## src/rtl/lag_fifo_csr_pkg.sv

```systemverilog
// rtl/lag_fifo_csr_pkg.sv - register map, bit positions and sizing helpers for lag_fifo_csr
// Contents:
//   addr_e           CPU register addresses
//   ST_* / CT_*      STATUS and CONTROL bit positions
//   bits_per_xcorr   bits needed for one signed lag in -max_lags..+max_lags
//   words_per_vec    32-bit CPU words needed to carry one lag vector
package lag_csr_pkg;

    typedef enum logic [2:0] {
        STATUS  = 3'd0,
        CONTROL = 3'd1,
        HEAD    = 3'd2,
        DROPS   = 3'd3,
        DEBUG   = 3'd4,
        THRESH  = 3'd5
    } addr_e;

    localparam int ST_EMPTY     = 0;
    localparam int ST_FULL      = 1;
    localparam int ST_OVF       = 2;
    localparam int ST_IRQ       = 3;
    localparam int ST_LEVEL_LSB = 8;
    localparam int ST_ENABLE    = 24;
    localparam int ST_SHOOT     = 25;

    localparam int CT_CAPTURE = 0;
    localparam int CT_IRQ_EN  = 1;
    localparam int CT_FLUSH   = 2;
    localparam int CT_OVF_CLR = 3;

    function automatic int bits_per_xcorr(input int max_lags);
        return $clog2(2 * max_lags + 1);
    endfunction

    function automatic int words_per_vec(input int lag_w);
        return (lag_w + 31) / 32;
    endfunction

endpackage

```

## src/rtl/lag_fifo_csr_if.sv

```systemverilog
// rtl/lag_fifo_csr_if.sv - CPU register bus between the Nios master and lag_fifo_csr
// Signals:
//   address[2:0]    register select
//   read, write     access strobes
//   writedata[31:0] write data
//   readdata[31:0]  registered read data, one cycle after read
//   irq             level interrupt from the slave
interface lag_fifo_csr_if;
    logic [2:0]  address;
    logic        read;
    logic        write;
    logic [31:0] writedata;
    logic [31:0] readdata;
    logic        irq;

    modport master (output address, read, write, writedata, input readdata, irq);
    modport slave  (input address, read, write, writedata, output readdata, irq);
endinterface

```

## src/rtl/lag_sample_fifo.sv

```systemverilog
// rtl/lag_sample_fifo.sv - synchronous lag-vector FIFO with flush and fill level
// Ports:
//   clk, reset  clock, synchronous active-high reset
//   push, din   write request and data; accepted when not full or when popping in the same cycle
//   pop         read request; ignored when empty
//   flush       empties the FIFO, overriding push and pop
//   head        oldest entry (valid when !empty)
//   full, empty, level  occupancy status
module lag_sample_fifo #(
    parameter int WIDTH = 30,
    parameter int DEPTH = 16
) (
    input  logic                       clk,
    input  logic                       reset,
    input  logic                       push,
    input  logic                       pop,
    input  logic                       flush,
    input  logic [WIDTH-1:0]           din,
    output logic [WIDTH-1:0]           head,
    output logic                       full,
    output logic                       empty,
    output logic [$clog2(DEPTH+1)-1:0] level
);
    localparam int AW = $clog2(DEPTH);
    localparam int LW = $clog2(DEPTH + 1);

    logic [WIDTH-1:0] mem [DEPTH];
    logic [AW-1:0]    rd_ptr;
    logic [AW-1:0]    wr_ptr;
    logic             do_push;
    logic             do_pop;

    assign empty   = (level == '0);
    assign full    = (level == LW'(DEPTH));
    assign do_pop  = pop & ~empty;
    // A pop frees the slot this cycle, so a push into a full FIFO still fits.
    assign do_push = push & (~full | do_pop);
    assign head    = mem[rd_ptr];

    always_ff @(posedge clk) begin
        if (reset || flush) begin
            rd_ptr <= '0;
            wr_ptr <= '0;
            level  <= '0;
        end else begin
            if (do_push) wr_ptr <= wr_ptr + AW'(1);
            if (do_pop)  rd_ptr <= rd_ptr + AW'(1);
            case ({do_push, do_pop})
                2'b10:   level <= level + LW'(1);
                2'b01:   level <= level - LW'(1);
                default: ;
            endcase
        end
    end

    always_ff @(posedge clk) begin
        if (do_push && !flush) mem[wr_ptr] <= din;
    end
endmodule

```

## src/rtl/lag_fifo_csr.sv

```systemverilog
// rtl/lag_fifo_csr.sv - CPU-facing lag-vector FIFO with status/control/debug registers and fill interrupt
// Ports:
//   clk, reset                   clock, synchronous active-high reset
//   bus                          register bus slave (address/read/write/writedata/readdata/irq)
//   dataIn, dataInValid          packed lag vector (channel 0 in LSBs) and push qualifier
//   dataEnable, dataShoot        live status bits mirrored into STATUS
//   debugData, debugDataValid    debug word and its latch strobe
module lag_fifo_csr
    import lag_csr_pkg::*;
#(
    parameter int NUM_XCORRS = 6,
    parameter int MAX_LAGS   = 11,
    parameter int FIFO_DEPTH = 16,
    parameter int CPU_BITS   = 32
) (
    input  logic                                             clk,
    input  logic                                             reset,
    lag_fifo_csr_if.slave                                    bus,
    input  logic [NUM_XCORRS*bits_per_xcorr(MAX_LAGS)-1:0]   dataIn,
    input  logic                                             dataInValid,
    input  logic                                             dataEnable,
    input  logic                                             dataShoot,
    input  logic [31:0]                                      debugData,
    input  logic                                             debugDataValid
);
    localparam int BPX   = bits_per_xcorr(MAX_LAGS);
    localparam int LAG_W = NUM_XCORRS * BPX;
    localparam int WORDS = words_per_vec(LAG_W);
    localparam int WPW   = (WORDS > 1) ? $clog2(WORDS) : 1;
    // Padded to every value wptr can encode so the word select never runs off the end.
    localparam int PADW  = (1 << WPW) * 32;
    localparam int LW    = $clog2(FIFO_DEPTH + 1);

    logic [LAG_W-1:0]    head;
    logic                full, empty;
    logic [LW-1:0]       level;
    logic                capture_en, irq_en, ovf, irq_q;
    logic [15:0]         drops;
    logic [31:0]         debug_q;
    logic [8:0]          thresh, thresh_clamped;
    logic [WPW-1:0]      wptr;
    logic [PADW-1:0]     padded;
    logic [31:0]         head_word, readdata_q;
    logic [CPU_BITS-1:0] rd_mux;
    logic                ctrl_wr, thresh_wr, flush, ovf_clr, head_rd, pop, push, drop;
    logic                unused_wd;

    assign ctrl_wr   = bus.write && (bus.address == CONTROL);
    assign thresh_wr = bus.write && (bus.address == THRESH);
    assign flush     = ctrl_wr && bus.writedata[CT_FLUSH];
    assign ovf_clr   = ctrl_wr && bus.writedata[CT_OVF_CLR];
    assign head_rd   = bus.read && (bus.address == HEAD) && !empty;
    assign pop       = head_rd && (wptr == WPW'(WORDS - 1));
    assign push      = capture_en && dataInValid && !flush;
    assign drop      = push && full && !pop;
    assign unused_wd = ^bus.writedata[31:9];

    lag_sample_fifo #(.WIDTH(LAG_W), .DEPTH(FIFO_DEPTH)) u_fifo (
        .clk   (clk),
        .reset (reset),
        .push  (push),
        .pop   (pop),
        .flush (flush),
        .din   (dataIn),
        .head  (head),
        .full  (full),
        .empty (empty),
        .level (level)
    );

    assign padded    = PADW'(head);
    assign head_word = padded[{wptr, 5'd0} +: 32];

    always_comb begin
        thresh_clamped = bus.writedata[8:0];
        if (bus.writedata[8:0] == 9'd0)
            thresh_clamped = 9'd1;
        else if (bus.writedata[8:0] > 9'(FIFO_DEPTH))
            thresh_clamped = 9'(FIFO_DEPTH);
    end

    always_comb begin
        rd_mux = '0;
        case (bus.address)
            STATUS: begin
                rd_mux[ST_EMPTY]              = empty;
                rd_mux[ST_FULL]               = full;
                rd_mux[ST_OVF]                = ovf;
                rd_mux[ST_IRQ]                = irq_q;
                rd_mux[ST_LEVEL_LSB +: 9]     = 9'(level);
                rd_mux[ST_ENABLE]             = dataEnable;
                rd_mux[ST_SHOOT]              = dataShoot;
            end
            CONTROL: begin
                rd_mux[CT_CAPTURE] = capture_en;
                rd_mux[CT_IRQ_EN]  = irq_en;
            end
            HEAD:    rd_mux[31:0]  = empty ? 32'd0 : head_word;
            DROPS:   rd_mux[15:0]  = drops;
            DEBUG:   rd_mux[31:0]  = debug_q;
            THRESH:  rd_mux[8:0]   = thresh;
            default: rd_mux        = '0;
        endcase
    end

    always_ff @(posedge clk) begin
        if (reset) begin
            capture_en <= 1'b0;
            irq_en     <= 1'b0;
            thresh     <= 9'(FIFO_DEPTH);
            ovf        <= 1'b0;
            drops      <= '0;
            debug_q    <= '0;
            wptr       <= '0;
            irq_q      <= 1'b0;
            readdata_q <= '0;
        end else begin
            if (ctrl_wr) begin
                capture_en <= bus.writedata[CT_CAPTURE];
                irq_en     <= bus.writedata[CT_IRQ_EN];
            end
            if (thresh_wr) thresh <= thresh_clamped;
            if (debugDataValid) debug_q <= debugData;
            // A drop in the same cycle as ovf_clr survives the clear.
            if (drop) begin
                ovf   <= 1'b1;
                drops <= ovf_clr ? 16'd1 : ((drops == 16'hFFFF) ? drops : drops + 16'd1);
            end else if (ovf_clr) begin
                ovf   <= 1'b0;
                drops <= '0;
            end
            if (flush)
                wptr <= '0;
            else if (head_rd)
                wptr <= pop ? '0 : wptr + WPW'(1);
            irq_q <= irq_en && (9'(level) >= thresh);
            if (bus.read) readdata_q <= rd_mux[31:0];
        end
    end

    assign bus.readdata = readdata_q;
    assign bus.irq      = irq_q;
endmodule

```

## src/flat_wrapper.sv

```systemverilog
// flat-port wrapper written by rule: the top's interface ports become plain ports
module lag_fifo_csr_flat import lag_csr_pkg::*;
#(
    parameter int NUM_XCORRS = 6,
    parameter int MAX_LAGS   = 11,
    parameter int FIFO_DEPTH = 16,
    parameter int CPU_BITS   = 32
)
  (clk, reset, dataIn, dataInValid, dataEnable, dataShoot, debugData, debugDataValid, bus_address, bus_read, bus_write, bus_writedata, bus_readdata, bus_irq);
  lag_fifo_csr_if bus_i ();
  input  logic clk;
  input  logic reset;
  input  logic [NUM_XCORRS*bits_per_xcorr(MAX_LAGS)-1:0] dataIn;
  input  logic dataInValid;
  input  logic dataEnable;
  input  logic dataShoot;
  input  logic [31:0] debugData;
  input  logic debugDataValid;
  input wire logic [$bits(bus_i.address)-1:0] bus_address;
  input wire logic [$bits(bus_i.read)-1:0] bus_read;
  input wire logic [$bits(bus_i.write)-1:0] bus_write;
  input wire logic [$bits(bus_i.writedata)-1:0] bus_writedata;
  output wire logic [$bits(bus_i.readdata)-1:0] bus_readdata;
  output wire logic [$bits(bus_i.irq)-1:0] bus_irq;
  assign bus_i.address = bus_address;
  assign bus_i.read = bus_read;
  assign bus_i.write = bus_write;
  assign bus_i.writedata = bus_writedata;
  assign bus_readdata = bus_i.readdata;
  assign bus_irq = bus_i.irq;
  lag_fifo_csr #(.NUM_XCORRS(NUM_XCORRS), .MAX_LAGS(MAX_LAGS), .FIFO_DEPTH(FIFO_DEPTH), .CPU_BITS(CPU_BITS)) u_core (.clk(clk), .reset(reset), .bus(bus_i), .dataIn(dataIn), .dataInValid(dataInValid), .dataEnable(dataEnable), .dataShoot(dataShoot), .debugData(debugData), .debugDataValid(debugDataValid));
endmodule
```

## config.mk

```make
export PLATFORM = sky130hd
export DESIGN_NAME = lag_fifo_csr_flat
export DESIGN_NICKNAME = d
export VERILOG_FILES = /design/src/rtl/lag_fifo_csr_pkg.sv /design/src/rtl/lag_fifo_csr_if.sv /design/src/rtl/lag_sample_fifo.sv /design/src/rtl/lag_fifo_csr.sv /design/src/flat_wrapper.sv
export SDC_FILE = /design/constraint.sdc
export NUM_CORES = 1
export LEC_CHECK = 0
export ABC_AREA = 1
export BUFFER_PORTS_ARGS = -buffer_cell sky130_fd_sc_hd__buf_2
export CAP_MARGIN = 20
export CORE_AREA = 5 5 218 220
export DETAILED_ROUTE_END_ITERATION = 8
export DIE_AREA = 0 0 223 225
export HOLD_SLACK_MARGIN = 0.12
export PLACE_DENSITY = 0.81
export SLEW_MARGIN = 20
export SYNTH_ARGS = -nofsm -noshare
export SYNTH_HDL_FRONTEND = slang
export SYNTH_SLANG_ARGS = --single-unit
```

## constraint.sdc

```tcl
create_clock -name clk -period 3.5 [get_ports clk]
set_input_delay 0.35 -clock clk [delete_from_list [all_inputs] [get_ports clk]]
set_output_delay 0.35 -clock clk [all_outputs]
set_load 0.05 [all_outputs]
```

==> metrics.csv, run 1 <==
stage,metric,value,unit
outcome,status,"complete, no violations",
worst_setup_path,reg2reg_from,u_core.u_fifo.level[3]$_SDFFE_PP0P_,
routing,dr.pass1.iters,6,
worst_setup_path,worstPathRequired,3820,ps
worst_hold_path,hold_start,dataIn[18],
floorplanning,die-area,50200,µm²
final_layout,n_fill_cell,3264,
worst_setup_path,arrival,3100,ps
sta,rsz0062_at_grt,no,
worst_setup_path,worstPathMaxFanout,18,
clocking,cts_root_buffer,clkbuf_16,
place,dp_slack,636,ps
worst_setup_path,rrSetupSlack,710,ps
global_route,grt_pass1_wl,93800,µm
clocking,cts_resized,0,
final_layout,area_growth,16.7,%
global_route,grt_use_total,0.236,
sta,period_share,0.796,
logic_synthesis,yosysWarnings,0,
routing,drtIter0Drc,2342,
sta,tightestPinTransition,824,ps
final_layout,drive_gt1_frac,0.135,
global_route,grt_max_degree,139,
worst_hold_path,hold_end,u_core.u_fifo.mem[9][18]$_DFFE_PP_,
sta,finalHoldViolCount,0,
floorplanning,start_util,0.528,
clocking,cts_made_buffers,56,
routing,antenna_left,0,
final_layout,layout_common_cells,"edfxtp_1, o21ai_0, nor2_1",
clocking,cts_tree,built,
place,dp_hpwl,35100,µm
logic_synthesis,syn_avg_cell_area,11.5,µm²
sta,slew_violations,0,
worst_setup_path,slowest_stage,nor2_4,
routing,vias,17400,
sta,skew,29.9,ps
worst_setup_path,end_kind,flop,
logic_synthesis,synth_top_area_share,0.606,
routing,wl_met3,6540,µm
logic_synthesis,synth.top_cells.by_area,"edfxtp_1, dfxtp_1, o21ai_0, nor2_1, nand2_1",
clocking,cts_hold_buf,68,
clocking,post-cts-setup-buffer-count,0,
global_route,grt_overflow,0,
routing,wirelength_met1,23700,µm
routing,drt-total-wl,61600,µm
worst_setup_path,crit_chain,nor2_1 > nand3_2 > nand2_4 > nor2_8 > nor2_8 > nor2_4 > inv_1 > nor2_1 > nand2_1 > nor2_4 > buf_12,
clocking,clock_latency,630,ps
sta,setup_tns,0,ps
sta,fin_crit,2790,ps
worst_setup_path,setup.worst_path.class,reg2reg,
logic_synthesis,synth-seq-cells,591,
clocking,clock_sinks,591,
routing,route.detailed.drc,0,
final_layout,num-nets-final,2338,
logic_synthesis,synth_area_leader_cell,edfxtp_1,
worst_setup_path,reg2reg_to,u_core.u_fifo.mem[3][4]$_DFFE_PP_,
worst_setup_path,cp.buffers_inverters,2,
floorplanning,coreArea,45100,µm²
power_and_ir_drop,max-vdd-ir-drop,366,µV
clocking,cts.path.max_buffers,3,
logic_synthesis,synth_cell_types,50,
job,drv_cap,0,
logic_synthesis,synth_nets,2182,
worst_setup_path,startpoint_type,flop,
floorplanning,dieWidth,223,µm
logic_synthesis,async_reset_ff_frac,0,
routing,vias_per_cell,6.07,
worst_setup_path,cp_top_family,simple AND/OR/NAND/NOR gates,
sta,layout_setup_ws,714,ps
worst_hold_path,hold_class,in2reg,
worst_setup_path,cpPeakStageDelay,440,ps
clocking,h-tree-depth,2,
logic_synthesis,ys_seq_area_frac,0.699,
sta,final-setup-viol-count,0,
floorplanning,row_count,78,
global_route,antenna_found_initial,3,
logic_synthesis,syn_area,23800,µm²
routing,met2_wirelength,29600,µm
logic_synthesis,synth-edff-count,480,
final_layout,mostFrequentLayoutCell,edfxtp_1,
clocking,cts.clk_slew.worst_paths,60,ps
place,gp_congestion,0.912,
worst_hold_path,whs_path_depth,1,
floorplanning,die_y,225,µm
logic_synthesis,synth_cells,2064,
power_and_ir_drop,power_density,516,nW/µm²
floorplanning,io_pins,138,
sta,max_freq,0.359,GHz
sta,slew_headroom,0.451,
routing,post_drt_wl_per_cell,21.5,µm
power_and_ir_drop,p_leak,9.65,nW
place,portBuffers,114,
global_route,grt_pass1_vias,16600,
routing,routed.top_layer,met5,
logic_synthesis,synth_flop_cell,edfxtp_1,
worst_setup_path,reg2reg_depth,11,
synthesized netlist by cell type, types with 16 or more instances:
library cell    n
a21oi_1        70
buf_2          32
clkbuf_1       74
dfxtp_1       111
edfxtp_1      480
inv_1          84
nand2_1       219
nand3_1        81
nor2_1        321
o21ai_0       308
o21ai_1        16
o221ai_1       51
o22ai_1        85
area by class of cell:
| class | instances | area (µm²) | area share |
|---|---|---|---|
| antenna | 2 | 5.00 | 0.000180 |
| clock buffer | 69 | 1490 | 0.0537 |
| clock inverter | 37 | 432 | 0.0155 |
| inverter | 94 | 358 | 0.0129 |
| multi-input combinational | 1253 | 6370 | 0.229 |
| sequential | 591 | 16600 | 0.599 |
| tap | 600 | 751 | 0.0270 |
| timing repair buffer | 224 | 1740 | 0.0627 |
registers in the layout, summed over array words and instances, names as in the netlist, named ones only:
signal	cells
u_core.u_fifo.mem	480
u_core.bus.readdata	32
u_core.debug_q	32
u_core.drops	16
u_core.thresh	9
u_core.u_fifo.level	5
u_core.u_fifo.rd_ptr	4
u_core.u_fifo.wr_ptr	4
u_core.bus.irq	1
u_core.capture_en	1
u_core.irq_en	1
u_core.ovf	1
u_core.wptr	1
worst max path at each step:
| stage | cells past startpoint | from | to | slack [ps] |
|---|---|---|---|---|
| 2_1_floorplan | 10 | bus_address[0] | u_core.u_fifo.mem[11][0]$_DFFE_PP_ | 420 |
| 3_3_place_gp | 11 | bus_address[2] | u_core.u_fifo.mem[6][3]$_DFFE_PP_ | 710 |
| 3_5_place_dp | 11 | bus_address[2] | u_core.u_fifo.mem[6][4]$_DFFE_PP_ | 640 |
| 4_1_cts | 9 | u_core.u_fifo.level[3]$_SDFFE_PP0P_ | u_core.u_fifo.mem[6][0]$_DFFE_PP_ | 750 |
| 5_1_grt | 11 | u_core.u_fifo.level[3]$_SDFFE_PP0P_ | u_core.u_fifo.mem[3][0]$_DFFE_PP_ | 570 |
| 6_report | 11 | u_core.u_fifo.level[3]$_SDFFE_PP0P_ | u_core.u_fifo.mem[3][4]$_DFFE_PP_ | 710 |
where the power goes:
group | leakage, nW | switching (mW) | total [mW] | internal (mW)
clock | 0.941 | 2.60 | 6.23 | 3.64
combinational | 3.49 | 0.311 | 0.460 | 0.149
sequential | 5.22 | 0.0215 | 7.65 | 7.63
layer usage:
layer | GRT usage | vias to the layer above
li1 | - | 7774
met1 | 0.325 | 8442
met2 | 0.386 | 1050
met3 | 0.0464 | 157
met4 | 0.0731 | 2
met5 | 0 | -
cells by family (layout without fill, tap and decap cells):
kind of cell,after synthesis,after routing,synth area share
other,0,2,0
AO/OA/AOI/OAI,563,563,0.134
adder cells (fa/ha/maj),13,13,0.00683
XOR/XNOR,4,4,0.00147
AND/OR/NAND/NOR,673,673,0.119
buffers and inverters,220,424,0.0389
flip-flops,591,591,0.699
metrics by stage:
| step | instance area [µm²] | hold WS (ps) | cells | util | power (mW) |
|---|---|---|---|---|---|
| after floorplan | 23800 | 398 | 2064 | - | 8.00 |
| after global placement | 25200 | 427 | 2694 | 0.558 | 8.17 |
| after detailed placement | 25200 | 439 | 2694 | 0.558 | 8.19 |
| after CTS | 27800 | 127 | 2868 | 0.616 | 14.4 |
| after global routing | 27800 | 142 | 2869 | 0.616 | 14.7 |
| final | 27800 | 144 | 2870 | 0.616 | 14.3 |
Power figures use the tool's default switching activity.
==> run 2, diff against run 1 <==
- PLACE_DENSITY: 0.81 -> 0.83
- clock period: 3.5 -> 2.55 ns (I/O delays scaled with it)
==> metrics.csv, run 2 (synthesized netlist as in run 1, its figures left out) <==
stage,metric,value,unit
outcome,status,"complete, no violations",
global_route,grt_use_total,0.248,
sta,tightestPinTransition,811,ps
sta,finalHoldViolCount,0,
final_layout,layout_common_cells,"edfxtp_1, o21ai_0, nor2_1",
final_layout,fin_area,28000,µm²
job,drv_cap,0,
worst_setup_path,worstPathRequired,3090,ps
final_layout,num-nets-final,2372,
place,dp_slack,202,ps
place,place_inst,2718,
final_layout,fin_util,0.622,
place,gp_congestion,0.898,
routing,antenna_left,0,
clocking,cts_tree,built,
worst_setup_path,worstPathMaxFanout,4,
clocking,h-tree-depth,2,
worst_setup_path,startpoint_type,input pin,
floorplanning,io_pins,138,
global_route,grt_pass1_vias,17300,
floorplanning,die_y,225,µm
sta,slew_headroom,0.459,
sta,whs,156,ps
routing,drtIter0Drc,2266,
sta,max_freq,0.421,GHz
worst_setup_path,end_kind,flop,
sta,rsz0062_at_grt,no,
power_and_ir_drop,p_total,19.3,mW
routing,route.detailed.drc,0,
floorplanning,row_count,78,
place,placed_area,25500,µm²
sta,final-setup-viol-count,0,
final_layout,largest_reg_flops,480,
floorplanning,die-area,50200,µm²
place,portBuffers,114,
final_layout,top_register,u_core.u_fifo.mem,
sta,fin_crit,2370,ps
sta,layout_setup_ws,177,ps
final_layout,mostFrequentLayoutCell,edfxtp_1,
power_and_ir_drop,p_leak,9.78,nW
worst_setup_path,setup.worst_path.class,in2reg,
worst_setup_path,reg2reg_depth,11,
clocking,post-cts-setup-buffer-count,0,
worst_hold_path,hold_class,in2reg,
worst_hold_path,whs_path_depth,3,
final_layout,fin_cells,2902,
global_route,grt_max_degree,95,
global_route,grt_overflow,0,
place,dp_hpwl,37200,µm
floorplanning,dieWidth,223,µm
worst_setup_path,arrival,2910,ps
routing,vias_per_cell,6.07,
sta,period_share,0.931,
routing,post_drt_wl_per_cell,22.0,µm
clocking,cts_made_buffers,55,
clocking,clock_latency,610,ps
clocking,cts_root_buffer,clkbuf_16,
power_and_ir_drop,max-vdd-ir-drop,503,µV
routing,drt-total-wl,64000,µm
final_layout,drive_gt1_frac,0.139,
global_route,antenna_found_initial,4,
power_and_ir_drop,power_density,688,nW/µm²
floorplanning,start_util,0.528,
final_layout,n_fill_cell,3243,
sta,slew_violations,0,
clocking,clock_sinks,591,
sta,setup_tns,0,ps
global_route,grt_pass1_wl,98000,µm
floorplanning,coreArea,45100,µm²
clocking,cts.path.max_buffers,3,
clocking,cts.clk_slew.worst_paths,70,ps
final_layout,area_growth,17.8,%
routing,vias,17600,
routing,dr.pass1.iters,5,
sta,skew,24.9,ps
==> run 2: layout make-up <==
class	instances	area, µm²	area share
clock buffer	71	1500	0.0534
sequential	591	16600	0.594
inverter	94	358	0.0128
timing repair buffer	259	2130	0.0760
antenna	4	10.0	0.000357
tap	600	751	0.0268
multi-input combinational	1253	6370	0.227
clock inverter	30	280	0.0100
==> run 2: path summary, 6_finish.rpt <==
check,from,to,slack (ps)
max,bus_writedata[1],u_core.thresh[0]$_SDFFE_PP0P_,180
max reg2reg,u_core.u_fifo.level[4]$_SDFFE_PP0P_,u_core.u_fifo.mem[3][4]$_DFFE_PP_,220
min reg2reg,u_core.thresh[7]$_SDFFE_PP0P_,u_core.bus.irq$_SDFF_PP0_,450
min,debugDataValid,u_core.debug_q[29]$_SDFFE_PP0P_,160
==> run 2: critical path: stages <==
cell and delay [ps]:
dlygate4sd3_1 550, buf_2 150, nor2_1 100, nand2_1 80, a21oi_1 300, nand2_1 80, dlygate4sd3_1 570, a221oi_1 260
dlygate4sd3_1 570
==> run 2: repair_timing <==
action / in CTS / in global routing
hold buffers: 79 / 0
hold endpoints to repair: 525 / 0
resized for setup: 0 / 0
==> run 2: metal layers <==
metal,GRT usage,vias up,wire [µm]
met5,0,-,17
met4,0.0972,2,2490
met3,0.0517,185,6560
met2,0.407,1131,30900
met1,0.327,8451,24000
li1,-,7833,-
==> run 2: where the power goes <==
group / total, mW / switching (mW) / internal (mW)
clock: 8.12 / 3.49 / 4.64
combinational: 0.666 / 0.446 / 0.220
sequential: 10.5 / 0.0327 / 10.5
==> run 3, diff against run 2 <==
- BUFFER_PORTS_ARGS: -buffer_cell sky130_fd_sc_hd__buf_2 -> default
- DONT_BUFFER_PORTS: default -> 1
- PLACE_DENSITY: 0.83 -> 0.81
==> metrics.csv, run 3 (synthesized netlist as in run 1, its figures left out) <==
stage,metric,value,unit
clocking,cts_root_buffer,clkbuf_16,
floorplanning,io_pins,138,
final_layout,area_growth,17.2,%
clocking,cts.clk_slew.worst_paths,70,ps
worst_setup_path,crit_end,u_core.bus.readdata[0]$_SDFFE_PP0P_,
final_layout,largest_reg_flops,480,
place,dp_slack,185,ps
global_route,grt_pass1_wl,97300,µm
power_and_ir_drop,max-vdd-ir-drop,624,µV
clocking,h-tree-depth,2,
place,gp_congestion,0.885,
final_layout,drive_gt1_frac,0.0943,
floorplanning,row_count,78,
floorplanning,start_util,0.528,
sta,slew_violations,0,
sta,rsz0062_at_grt,no,
sta,layout_setup_ws,103,ps
routing,post_drt_wl_per_cell,22.7,µm
final_layout,n_fill_cell,3187,
power_and_ir_drop,p_leak,9.54,nW
final_layout,top_register,u_core.u_fifo.mem,
clocking,clock_sinks,591,
final_layout,num-nets-final,2302,
job,drv_cap,0,
sta,period_share,0.960,
worst_setup_path,reg2reg_depth,10,
sta,finalHoldViolCount,0,
worst_setup_path,rrSetupSlack,100,ps
sta,final-setup-viol-count,0,
outcome,status,"complete, no violations",
worst_setup_path,worstPathMaxFanout,116,
worst_setup_path,setup.worst_path.class,reg2reg,
worst_setup_path,worstPathRequired,3130,ps
sta,setup_tns,0,ps
floorplanning,coreArea,45100,µm²
global_route,grt_max_degree,125,
worst_setup_path,end_kind,flop,
floorplanning,dieWidth,223,µm
global_route,grt_pass1_vias,17000,
routing,drt-total-wl,64100,µm
routing,dr.pass1.iters,5,
place,dp_hpwl,36100,µm
clocking,cts_made_buffers,54,
routing,vias,17300,
clocking,cts.path.max_buffers,3,
place,portBuffers,0,
routing,vias_per_cell,6.13,
global_route,grt_use_total,0.248,
sta,max_freq,0.409,GHz
worst_hold_path,hold_class,in2reg,
worst_setup_path,arrival,3020,ps
worst_setup_path,startpoint_type,flop,
power_and_ir_drop,power_density,694,nW/µm²
floorplanning,die_y,225,µm
final_layout,mostFrequentLayoutCell,edfxtp_1,
sta,fin_crit,2450,ps
final_layout,layout_common_cells,"edfxtp_1, o21ai_0, nor2_1",
floorplanning,die-area,50200,µm²
clocking,cts_tree,built,
global_route,grt_overflow,0,
sta,tightestPinTransition,752,ps
routing,antenna_left,0,
clocking,clock_latency,630,ps
global_route,antenna_found_initial,4,
worst_setup_path,reg2reg_to,u_core.bus.readdata[0]$_SDFFE_PP0P_,
routing,drtIter0Drc,2201,
sta,skew,31.4,ps
routing,route.detailed.drc,0,
sta,slew_headroom,0.498,
==> run 3: cell count changes in the layout (fill, tap and decap cells not counted), moves of 2 or more <==
cell           delta
clkbuf_1          +2
buf_4             +6
clkbuf_8          -3
buf_6             +2
clkinv_1          -5
buf_12            -5
dlygate4sd3_1    +41
buf_2           -114
==> run 3: worst min path at each step <==
| stage | from | slack [ps] | cells past startpoint | endpoint |
|---|---|---|---|---|
| final | dataInValid | 190 | 6 | u_core.u_fifo.wr_ptr[0]$_SDFFE_PP0P_ |
| after global placement | reset | 330 | 1 | u_core.thresh[1]$_SDFFE_PP0P_ |
| after detailed placement | reset | 340 | 1 | u_core.thresh[3]$_SDFFE_PP0P_ |
| after floorplan | dataIn[0] | 350 | 0 | u_core.u_fifo.mem[0][0]$_DFFE_PP_ |
| after CTS | dataInValid | 160 | 6 | u_core.u_fifo.wr_ptr[0]$_SDFFE_PP0P_ |
| after global routing | dataInValid | 210 | 6 | u_core.u_fifo.wr_ptr[0]$_SDFFE_PP0P_ |
==> run 3: what timing repair did <==
| item | CTS | global route |
|---|---|---|
| endpoints found under the hold margin | 568 | 0 |
| hold buffers | 122 | 0 |
| buffers inserted | 0 | 7 |
| resized for setup | 0 | 6 |
| endpoints found under the setup margin | 0 | 19 |
==> run 3: power breakdown <==
part | switching (mW) | leakage, nW | internal [mW]
Combinational | 0.380 | 3.44 | 0.219
Sequential | 0.0896 | 5.22 | 10.5
Clock | 3.52 | 0.884 | 4.69
Total | 3.99 | 9.54 | 15.4
==> run 3: stage by stage <==
step	instance area [µm²]	cells	hold slack, ps	util	power, mW
2_1_floorplan	23800	2064	354	-	11.0
3_3_place_gp	24800	2599	333	0.550	11.0
3_5_place_dp	24800	2599	336	0.550	11.1
4_1_cts	27800	2819	156	0.617	19.4
5_1_grt	27900	2830	210	0.619	19.9
6_report	27900	2831	192	0.619	19.4
==> run 3: critical path, cell delays in order (launching register included) <==
cell and delay [ps]:
dfxtp_4 420, buf_16 350, o21ai_0 170, o221ai_1 250
nand3_1 120, nand2_1 130, nand2_1 70, nand2_1 70
nand2_1 60, a21oi_1 130, dlygate4sd3_1 550
==> run 3: area by class of cell <==
cell class | instances | area, µm² | area share
Sequential cell | 591 | 16600 | 0.596
Clock inverter | 28 | 335 | 0.0120
Timing Repair Buffer | 190 | 1970 | 0.0705
Clock buffer | 70 | 1460 | 0.0525
Antenna cell | 5 | 12.5 | 0.000448
Multi-Input combinational cell | 1253 | 6370 | 0.228
Inverter | 94 | 360 | 0.0129
Tap cell | 600 | 751 | 0.0269
==> run 3: metal layers <==
metal / global-route usage / part of all wire
met1: 0.331 / 0.38
met2: 0.406 / 0.49
met3: 0.0436 / 0.10
met4: 0.102 / 0.037
met5: 0 / 0
